### src/rtl/mem_pkg.sv
// Shared definitions for the memory BIST master: FSM state encoding, default
// parameter values and the per-address test pattern.
package mem_pkg;

    localparam int          DEF_WIDTH      = 16;
    localparam int          DEF_ADDR_WIDTH = 6;
    localparam logic [15:0] DEF_SEED       = 16'hA5C3;
    localparam int          DEF_TIMEOUT    = 8;

    // Widest data word the pattern helper supports; callers truncate to WIDTH.
    localparam int          PAT_MAX_W      = 64;

    typedef enum logic [2:0] {
        IDLE,
        WR_ISSUE,
        WR_WAIT,
        RD_ISSUE,
        RD_WAIT,
        DONE
    } state_e;

    // pat(a) = seed XOR zero-extended address.
    function automatic logic [PAT_MAX_W-1:0] mem_pat(
        input logic [PAT_MAX_W-1:0] seed,
        input logic [PAT_MAX_W-1:0] addr
    );
        return seed ^ addr;
    endfunction

endpackage

### src/rtl/mem_wait_timer.sv
// Handshake wait counter: cleared at request issue, counts wait cycles without
// an acknowledge, flags the cycle whose increment would reach TIMEOUT.
module mem_wait_timer #(
    parameter int TIMEOUT = 8
) (
    input  logic clk_i,
    input  logic rst_i,
    input  logic clear_i,
    input  logic en_i,
    output logic expired_o
);

    localparam int CW = $clog2(TIMEOUT + 1);

    logic [CW-1:0] count_q;
    logic [CW-1:0] count_d;

    // Look-ahead compare so the FSM leaves WAIT after exactly TIMEOUT idle cycles.
    assign expired_o = (count_q == CW'(TIMEOUT - 1));

    always_comb begin
        count_d = count_q;
        if (clear_i) begin
            count_d = '0;
        end else if (en_i && !expired_o) begin
            count_d = count_q + 1'b1;
        end
    end

    always_ff @(posedge clk_i or negedge rst_i) begin
        if (!rst_i) begin
            count_q <= '0;
        end else begin
            count_q <= count_d;
        end
    end

endmodule

### src/rtl/mem_bist_master.sv
// Memory BIST master: writes pat(a) to every address, reads all of them back,
// and reports mismatch count, first failing address and handshake timeout.
module mem_bist_master
    import mem_pkg::*;
#(
    parameter int               WIDTH      = DEF_WIDTH,
    parameter int               ADDR_WIDTH = DEF_ADDR_WIDTH,
    parameter logic [WIDTH-1:0] SEED       = WIDTH'(DEF_SEED),
    parameter int               TIMEOUT    = DEF_TIMEOUT
) (
    input  logic                  clk_i,
    input  logic                  rst_i,
    input  logic                  start_i,
    output logic                  valid_o,
    output logic                  wr_rd_en_o,
    output logic [ADDR_WIDTH-1:0] addr_o,
    output logic [WIDTH-1:0]      wdata_o,
    input  logic [WIDTH-1:0]      rdata_i,
    input  logic                  ready_i,
    output logic                  busy_o,
    output logic                  done_o,
    output logic                  pass_o,
    output logic                  timeout_o,
    output logic [ADDR_WIDTH:0]   err_cnt_o,
    output logic [ADDR_WIDTH-1:0] fail_addr_o
);

    // Handshake: valid_o is a single-cycle request pulse in *_ISSUE; addr_o,
    // wr_rd_en_o and wdata_o stay stable until ready_i is seen in *_WAIT, and
    // that edge completes the transfer (read data is sampled at the same edge).
    // ready_i is ignored outside the WAIT states.

    localparam logic [ADDR_WIDTH:0]   ERR_MAX   = '1;
    localparam logic [ADDR_WIDTH-1:0] ADDR_LAST = '1;

    state_e                state_q;
    state_e                state_d;
    logic [ADDR_WIDTH-1:0] addr_q;
    logic [ADDR_WIDTH-1:0] addr_d;
    logic [ADDR_WIDTH-1:0] fail_addr_q;
    logic [ADDR_WIDTH-1:0] fail_addr_d;
    logic [ADDR_WIDTH:0]   err_cnt_q;
    logic [ADDR_WIDTH:0]   err_cnt_d;
    logic                  timeout_q;
    logic                  timeout_d;

    logic                  tmr_clear;
    logic                  tmr_en;
    logic                  tmr_expired;
    logic [WIDTH-1:0]      pat_w;
    logic                  last_addr;
    logic                  wr_phase;

    assign pat_w     = WIDTH'(mem_pat(PAT_MAX_W'(SEED), PAT_MAX_W'(addr_q)));
    assign last_addr = (addr_q == ADDR_LAST);
    assign wr_phase  = (state_q == WR_ISSUE) || (state_q == WR_WAIT);

    mem_wait_timer #(
        .TIMEOUT (TIMEOUT)
    ) u_wait_timer (
        .clk_i     (clk_i),
        .rst_i     (rst_i),
        .clear_i   (tmr_clear),
        .en_i      (tmr_en),
        .expired_o (tmr_expired)
    );

    always_comb begin
        state_d     = state_q;
        addr_d      = addr_q;
        err_cnt_d   = err_cnt_q;
        fail_addr_d = fail_addr_q;
        timeout_d   = timeout_q;
        tmr_clear   = 1'b0;
        tmr_en      = 1'b0;

        case (state_q)
            IDLE, DONE: begin
                if (start_i) begin
                    state_d     = WR_ISSUE;
                    addr_d      = '0;
                    err_cnt_d   = '0;
                    fail_addr_d = '0;
                    timeout_d   = 1'b0;
                end
            end

            WR_ISSUE: begin
                tmr_clear = 1'b1;
                state_d   = WR_WAIT;
            end

            WR_WAIT: begin
                if (ready_i) begin
                    if (last_addr) begin
                        addr_d  = '0;
                        state_d = RD_ISSUE;
                    end else begin
                        addr_d  = addr_q + 1'b1;
                        state_d = WR_ISSUE;
                    end
                end else begin
                    tmr_en = 1'b1;
                    if (tmr_expired) begin
                        timeout_d = 1'b1;
                        state_d   = DONE;
                    end
                end
            end

            RD_ISSUE: begin
                tmr_clear = 1'b1;
                state_d   = RD_WAIT;
            end

            RD_WAIT: begin
                if (ready_i) begin
                    if (rdata_i != pat_w) begin
                        if (err_cnt_q != ERR_MAX) begin
                            err_cnt_d = err_cnt_q + 1'b1;
                        end
                        // err_cnt_q still zero means this is the first failure of the run.
                        if (err_cnt_q == '0) begin
                            fail_addr_d = addr_q;
                        end
                    end
                    if (last_addr) begin
                        state_d = DONE;
                    end else begin
                        addr_d  = addr_q + 1'b1;
                        state_d = RD_ISSUE;
                    end
                end else begin
                    tmr_en = 1'b1;
                    if (tmr_expired) begin
                        timeout_d = 1'b1;
                        state_d   = DONE;
                    end
                end
            end

            default: begin
                state_d = IDLE;
            end
        endcase
    end

    always_ff @(posedge clk_i or negedge rst_i) begin
        if (!rst_i) begin
            state_q     <= IDLE;
            addr_q      <= '0;
            err_cnt_q   <= '0;
            fail_addr_q <= '0;
            timeout_q   <= 1'b0;
        end else begin
            state_q     <= state_d;
            addr_q      <= addr_d;
            err_cnt_q   <= err_cnt_d;
            fail_addr_q <= fail_addr_d;
            timeout_q   <= timeout_d;
        end
    end

    // All outputs decode from registered state, so reset clears them at once.
    assign valid_o     = (state_q == WR_ISSUE) || (state_q == RD_ISSUE);
    assign wr_rd_en_o  = wr_phase;
    assign addr_o      = addr_q;
    assign wdata_o     = wr_phase ? pat_w : '0;
    assign busy_o      = (state_q != IDLE) && (state_q != DONE);
    assign done_o      = (state_q == DONE);
    assign pass_o      = done_o && (err_cnt_q == '0) && !timeout_q;
    assign timeout_o   = timeout_q;
    assign err_cnt_o   = err_cnt_q;
    assign fail_addr_o = fail_addr_q;

endmodule

### config.mk
export PLATFORM = sky130hd
export DESIGN_NAME = mem_bist_master
export DESIGN_NICKNAME = d
export VERILOG_FILES = /design/src/rtl/mem_pkg.sv /design/src/rtl/mem_wait_timer.sv /design/src/rtl/mem_bist_master.sv
export SDC_FILE = /design/constraint.sdc
export NUM_CORES = 1
export LEC_CHECK = 0
export ABC_AREA = 1
export ABC_CLOCK_PERIOD_IN_PS = 1770
export BUFFER_PORTS_ARGS = -buffer_cell sky130_fd_sc_hd__buf_2
export CAP_MARGIN = 0
export CORE_ASPECT_RATIO = 0.7
export CORE_UTILIZATION = 43
export DETAILED_ROUTE_END_ITERATION = 10
export PLACE_DENSITY = 0.73
export REMOVE_ABC_BUFFERS = 1
export SYNTH_ARGS = -nofsm -noshare
export SYNTH_HDL_FRONTEND = slang
export SYNTH_SLANG_ARGS = --single-unit
### constraint.sdc
create_clock -name clk_i -period 1.77 [get_ports clk_i]
set_input_delay 0.4425 -clock clk_i [delete_from_list [all_inputs] [get_ports clk_i]]
set_output_delay 0.4425 -clock clk_i [all_outputs]
set_load 0.01 [all_outputs]
# After elaboration in Yosys (flattened, before gate mapping)
# Index checks and enable logic that the tools add are counted.
[word_totals]
register_bits = 27
input_bits = 20
out_inout_bits = 41
[op_classes]
n_addsub = 3
n_eq_ne = 19
muxes = 32
bitwise = 1
reduce_logical = 22
[op_table]
columns = ["operator", "n"]
rows = [
  ["two-way mux 6 bit", 8],
  ["two-way mux 7 bit", 4],
  ["one-hot mux 6 bit (3 select lines)", 1],
  ["two-way mux 16 bit", 1],
  ["!= test 16 bit", 1],
  ["!= test 2 bit (second input constant)", 8],
  ["two-way mux 3 bit", 5],
  ["one-hot mux 3 bit (5 select lines)", 1],
  ["AND reduction 5 bit", 3],
  ["one-hot mux 7 bit (2 select lines)", 1],
  ["one-hot mux 6 bit (2 select lines)", 1],
  ["two-way mux 4 bit", 2],
  ["inverter 2 -> 8 bit", 1],
  ["adder 7 x 1 -> 7 bit (second input constant)", 1],
  ["logical NOT 7 bit", 1],
  ["!= test 7 bit (second input constant)", 1],
  ["adder 6 x 1 -> 6 bit (second input constant)", 1],
  ["== test 3 x 2 -> 1 bit (second input constant)", 2],
  ["== test 3 bit (second input constant)", 2],
  ["== test 6 bit (second input constant)", 1],
  ["two-way mux 1 bit", 6],
  ["nonzero test 2 bit", 3],
  ["nonzero test 3 bit", 2],
  ["OR reduction 2 bit", 3],
  ["12 further kinds", 17],
]

# Depth between registers and ports, before layout
[logic_depth]
word_depth = 6
mapped_depth = 11
ltp_nobuf = 10

# By module
# From an unflattened synthesis, not the netlist that was laid out.
[unflattened]
hier_cells = 287
hier_area_um2 = 1993.2
[by_module_without_submodules]
columns = ["module", "instances", "cells_per_inst", "area_per_inst_um2", "seq_area_each_um2"]
rows = [
  ["mem_bist_master", 1, 259, 1766.7, 575.6],
  ["mem_wait_timer", 1, 28, 226.5, 100.1],
]

# Least setup slack after synthesis
# OpenSTA, ideal clock, no wires.
[synth_timing]
path_type = "register to output"
start = "register state_q[2]"
end = "output port wdata_o[0]"
arrival_time_ps = 1415
setup_slack_ps = -88
stages_incl_launch_ff = 6
path_buffers = 0
path_cell_list = "dfrtp_1 > nor3_2 > inv_1 > nand2_1 > inv_1 > nor2_1"
[synth_between]
elab_chain_len = 3
word_cells_on_any_way = 4
cone_classes = "eq/ne (2); mux (1); reduce/logical (1)"
[synth_rtl]
columns = ["element", "line_no", "text"]
rows = [
  ["from (decl)", "mem_bist_master.sv:36", "state_e state_q;"],
  ["from (signal assigned)", "mem_bist_master.sv:156", "state_q <= state_d;"],
  ["== test 3 x 1 -> 1 bit / == test 3 x 2 -> 1 bit (equally long branches)", "mem_bist_master.sv:56", "assign wr_phase = (state_q == WR_ISSUE) || (state_q == WR_WAIT);"],
  ["logical OR 1 bit (*)", "mem_bist_master.sv:56", ""],
  ["via wr_rd_en_o", "mem_bist_master.sv:15", "output logic wr_rd_en_o,"],
  ["two-way mux 16 bit (*)", "mem_bist_master.sv:168", "assign wdata_o = wr_phase ? pat_w : '0;"],
  ["to (decl)", "mem_bist_master.sv:17", "output logic [WIDTH-1:0] wdata_o,"],
]
# Mark *: on every way through the listed nets, which the timed path passes. The rest lies on a longest branch.

# Worst setup path after layout
[layout_timing]
start = "register state_q[0]"
end = "output port wdata_o[5]"
[layout_between]
elab_chain_len = 3
word_cells_on_any_way = 4
cone_classes = "eq/ne (2); mux (1); reduce/logical (1)"
[layout_rtl]
columns = ["element", "line_no"]
rows = [
  ["== test 3 x 1 -> 1 bit / == test 3 x 2 -> 1 bit (equally long branches)", "mem_bist_master.sv:56"],
  ["logical OR 1 bit (*)", "mem_bist_master.sv:56"],
  ["two-way mux 16 bit (*)", "mem_bist_master.sv:168"],
]
# Mark *: on every way between the ends. The rest lies on a longest branch, timed or not.

==> impl_metrics.csv <==
group,metric,value,unit
clock_tree,cts_buffers,3,
sta,rsz0062_at_grt,"true",
grt,track_usage,21.4,%
sta,final-setup-viol-count,14,
grt,grt_pass1_wl,7820,um
sta,slew_headroom,57.9,%
setup_path,r2r_cells,9,
cells_and_area,drive_above_1_share,39.5,%
sta,worstMarginPinSlew,0.631,ns
setup_path,r2r_end,"err_cnt_o[4]",
synthesis,synth_edf_count,0,
grt,antenna_found_initial,0,
routing,drtIter0Drc,96,
power,powerDensity,1180,nW/um^2
routing,viasPerCell,4.93,
clock_tree,clockBufferDepth,2,
synthesis,synth_ff_type,"dfrtp_1",
floorplanning,core,4350,um^2
cells_and_area,n_antenna_cell,0,
hold_path,holdCritPathClass,"input port to async pin",
setup_path,worst_ep_arrival_time,1.40,ns
floorplanning,initial_utilization,44.7,%
synthesis,yosysWarnings,0,
placed_design,dpl_cell_area,2270,um^2
setup_path,ff2ff_setup_slack,0.06,ns
sta,skew,0.00927,ns
routing,wire_per_inst,12.4,um
setup_path,end_kind,"primary output",
clock_tree,cts_tree,"built",
routing,wirelength,5030,um
job,drv_cap,0,
setup_path,required,1.33,ns
placed_design,place.gp.congestion,0.830,
placed_design,port_buffers,56,
synthesis,netlist.area_leader.share,34.7,%
synthesis,synth.most_common_cell,"nand2_1",
clock_tree,htreeDepth,1,
clock_tree,clk_pin_slew,0.10,ns
synthesis,netlist_instances,278,
cells_and_area,stdcell_count,407,
sta,final.min_clock_period,1.84,ns
cells_and_area,area_growth,31.8,%
cells_and_area,design_area,2570,um^2
routing,vias,2007,
synthesis,yosysSeqAreaShare,34.7,%
clock_tree,clock_sinks,27,
sta,setup_ws,-0.0735,ns
power,power,0.00302,W
cells_and_area,num-fill-cells,405,
placed_design,place_inst,388,
floorplanning,die_w,82.4,um
placed_design,pre_cts_ws,0.0673,ns
synthesis,avgSynthCellArea,7.00,um^2
routing,drc,0,
floorplanning,io_pins,61,
sta,hold_viol_final,0,
floorplanning,dieArea,4800,um^2
sta,max_freq,542,MHz
floorplanning,fp.dieH,58.3,um
synthesis,yosysTopAreaCell,"dfrtp_1",
synthesis,netlist_area,1950,um^2
sta,slew_violations,0,
cells_and_area,final_nets,377,
grt,grt_remaining_overflow,0,
setup_path,critPathLaunchType,"flop",
setup_path,critPathMaxFanout,6,
routing,drtAntennaViolNets,0,
synthesis,async_flop_share,100,%
clock_tree,cts_hold_buffers,0,
clock_tree,cts_root_buffer,"clkbuf_8",
floorplanning,placementRows,20,
synthesis,synth-seq-cells,27,
grt,grt_max_degree,28,
synthesis,synthTopCellsByArea,"dfrtp_1, nand2_1, nor2_1, nand4_1, nand3_1",
setup_path,r2r_start,"state_q[0]",
setup_path,crit_type,"flop to primary output",
routing,dr.pass1.iters,4,
status,status,"complete, but fails checks",
power,p_leak,1.36,nW
synthesis,synth_cell_type_count,30,
clock_tree,clk_latency,0.28,ns
sta,timing.final.crit_share,104,%
synthesis,synth_common_cells,"nand2_1, nor2_1, dfrtp_1, inv_1",
status,violations,"setup timing",
placed_design,dp_hpwl,3500,um
power,vdd_ir_drop_max,0.664,mV
grt,grt_pass1_vias,1721,
[metal layers]
metal | track usage (%) | vias up | routed length [um]
met3 | 3.72 | 4 | 301
li1 | - | 1034 | -
met5 | 0 | - | 0
met4 | 5.26 | 0 | 46
met1 | 29.7 | 897 | 2430
met2 | 34.7 | 72 | 2260
[flip-flops by register name (all words and copies together) (netlist names)]
register,flops
addr_o,6
err_cnt_o,7
fail_addr_o,6
state_q,3
timeout_o,1
u_wait_timer.count_q,4
[layout by cell type, fill, tap and decap left out, types with 4 or more instances in the layout]
cell type / instances
nand3_4: 4
buf_2: 55
nand2_2: 4
buf_6: 6
nand4_1: 17
o21ai_1: 10
nor2_2: 8
inv_1: 19
buf_4: 21
nand3_1: 16
nor2_1: 30
dfrtp_2: 5
nor2_4: 5
conb_1: 4
a21oi_1: 9
dfrtp_1: 22
nand2_1: 72
inv_2: 11
o21ai_0: 5
[metrics by stage]
step                      util, %  TNS [ns]  hold WS [ns]
after CTS                    56.0    -0.793         0.199
final                        58.9    -0.874         0.152
after global routing         58.9     -1.94         0.214
after global placement       52.2         0         0.456
after floorplan                 -     -2.98         0.147
after detailed placement     52.2         0         0.455
[worst max path at each step]
stage	from	end	slack, ns	cells after the start
after floorplan	state_q[2]	wdata_o[0]	-0.46	5
after detailed placement	addr_o[0]	addr_o[1]	0.07	7
after global routing	state_q[0]	wdata_o[4]	-0.15	6
final	state_q[0]	wdata_o[5]	-0.07	6
after CTS	state_q[2]	wdata_o[5]	-0.08	6
after global placement	addr_o[0]	addr_o[1]	0.08	7
[cell families after synthesis]
family | after synthesis | share of synthesized area (%)
flip-flops | 27 | 34.7
AND/OR/NAND/NOR | 166 | 40.8
buffers and inverters | 49 | 12.7
other | 1 | 0.193
AO/OA/AOI/OAI | 27 | 7.26
adder cells (fa/ha/maj) | 4 | 2.57
XOR/XNOR | 4 | 1.80
[critical path, cell delays in order (launching register included)]
cell and delay [ns]:
dfrtp_2 0.48, nor3_4 0.24, inv_2 0.07, nand2_4 0.07, inv_4 0.05, nor2_2 0.08, buf_2 0.13
[power breakdown]
part / switching (W) / internal (W) / leakage (nW) / total, W
Combinational: 0.00106 / 0.000782 / 0.972 / 0.00184
Clock: 0.000213 / 0.000158 / 0.0255 / 0.000372
Sequential: 0.000105 / 0.000699 / 0.364 / 0.000804
Total: 0.00138 / 0.00164 / 1.36 / 0.00302
[cell type report]
class / count / area (um^2) / area share [%]
multi-input combinational: 206 / 1130 / 44.2
sequential: 27 / 682 / 26.6
timing repair buffer: 82 / 500 / 19.5
inverter: 33 / 134 / 5.22
tap: 55 / 68.8 / 2.68
clock buffer: 3 / 41.3 / 1.61
clock inverter: 1 / 5.00 / 0.195
[timing repair]
action                                  4_1_cts  5_1_grt
endpoints found under the setup margin       15       37
gates cloned                                  0        1
buffers inserted                             11        4
pin swaps                                     8       12
hold endpoints to repair                      0        0
resized for setup                            12       29
(Power assumes the default switching activity.)
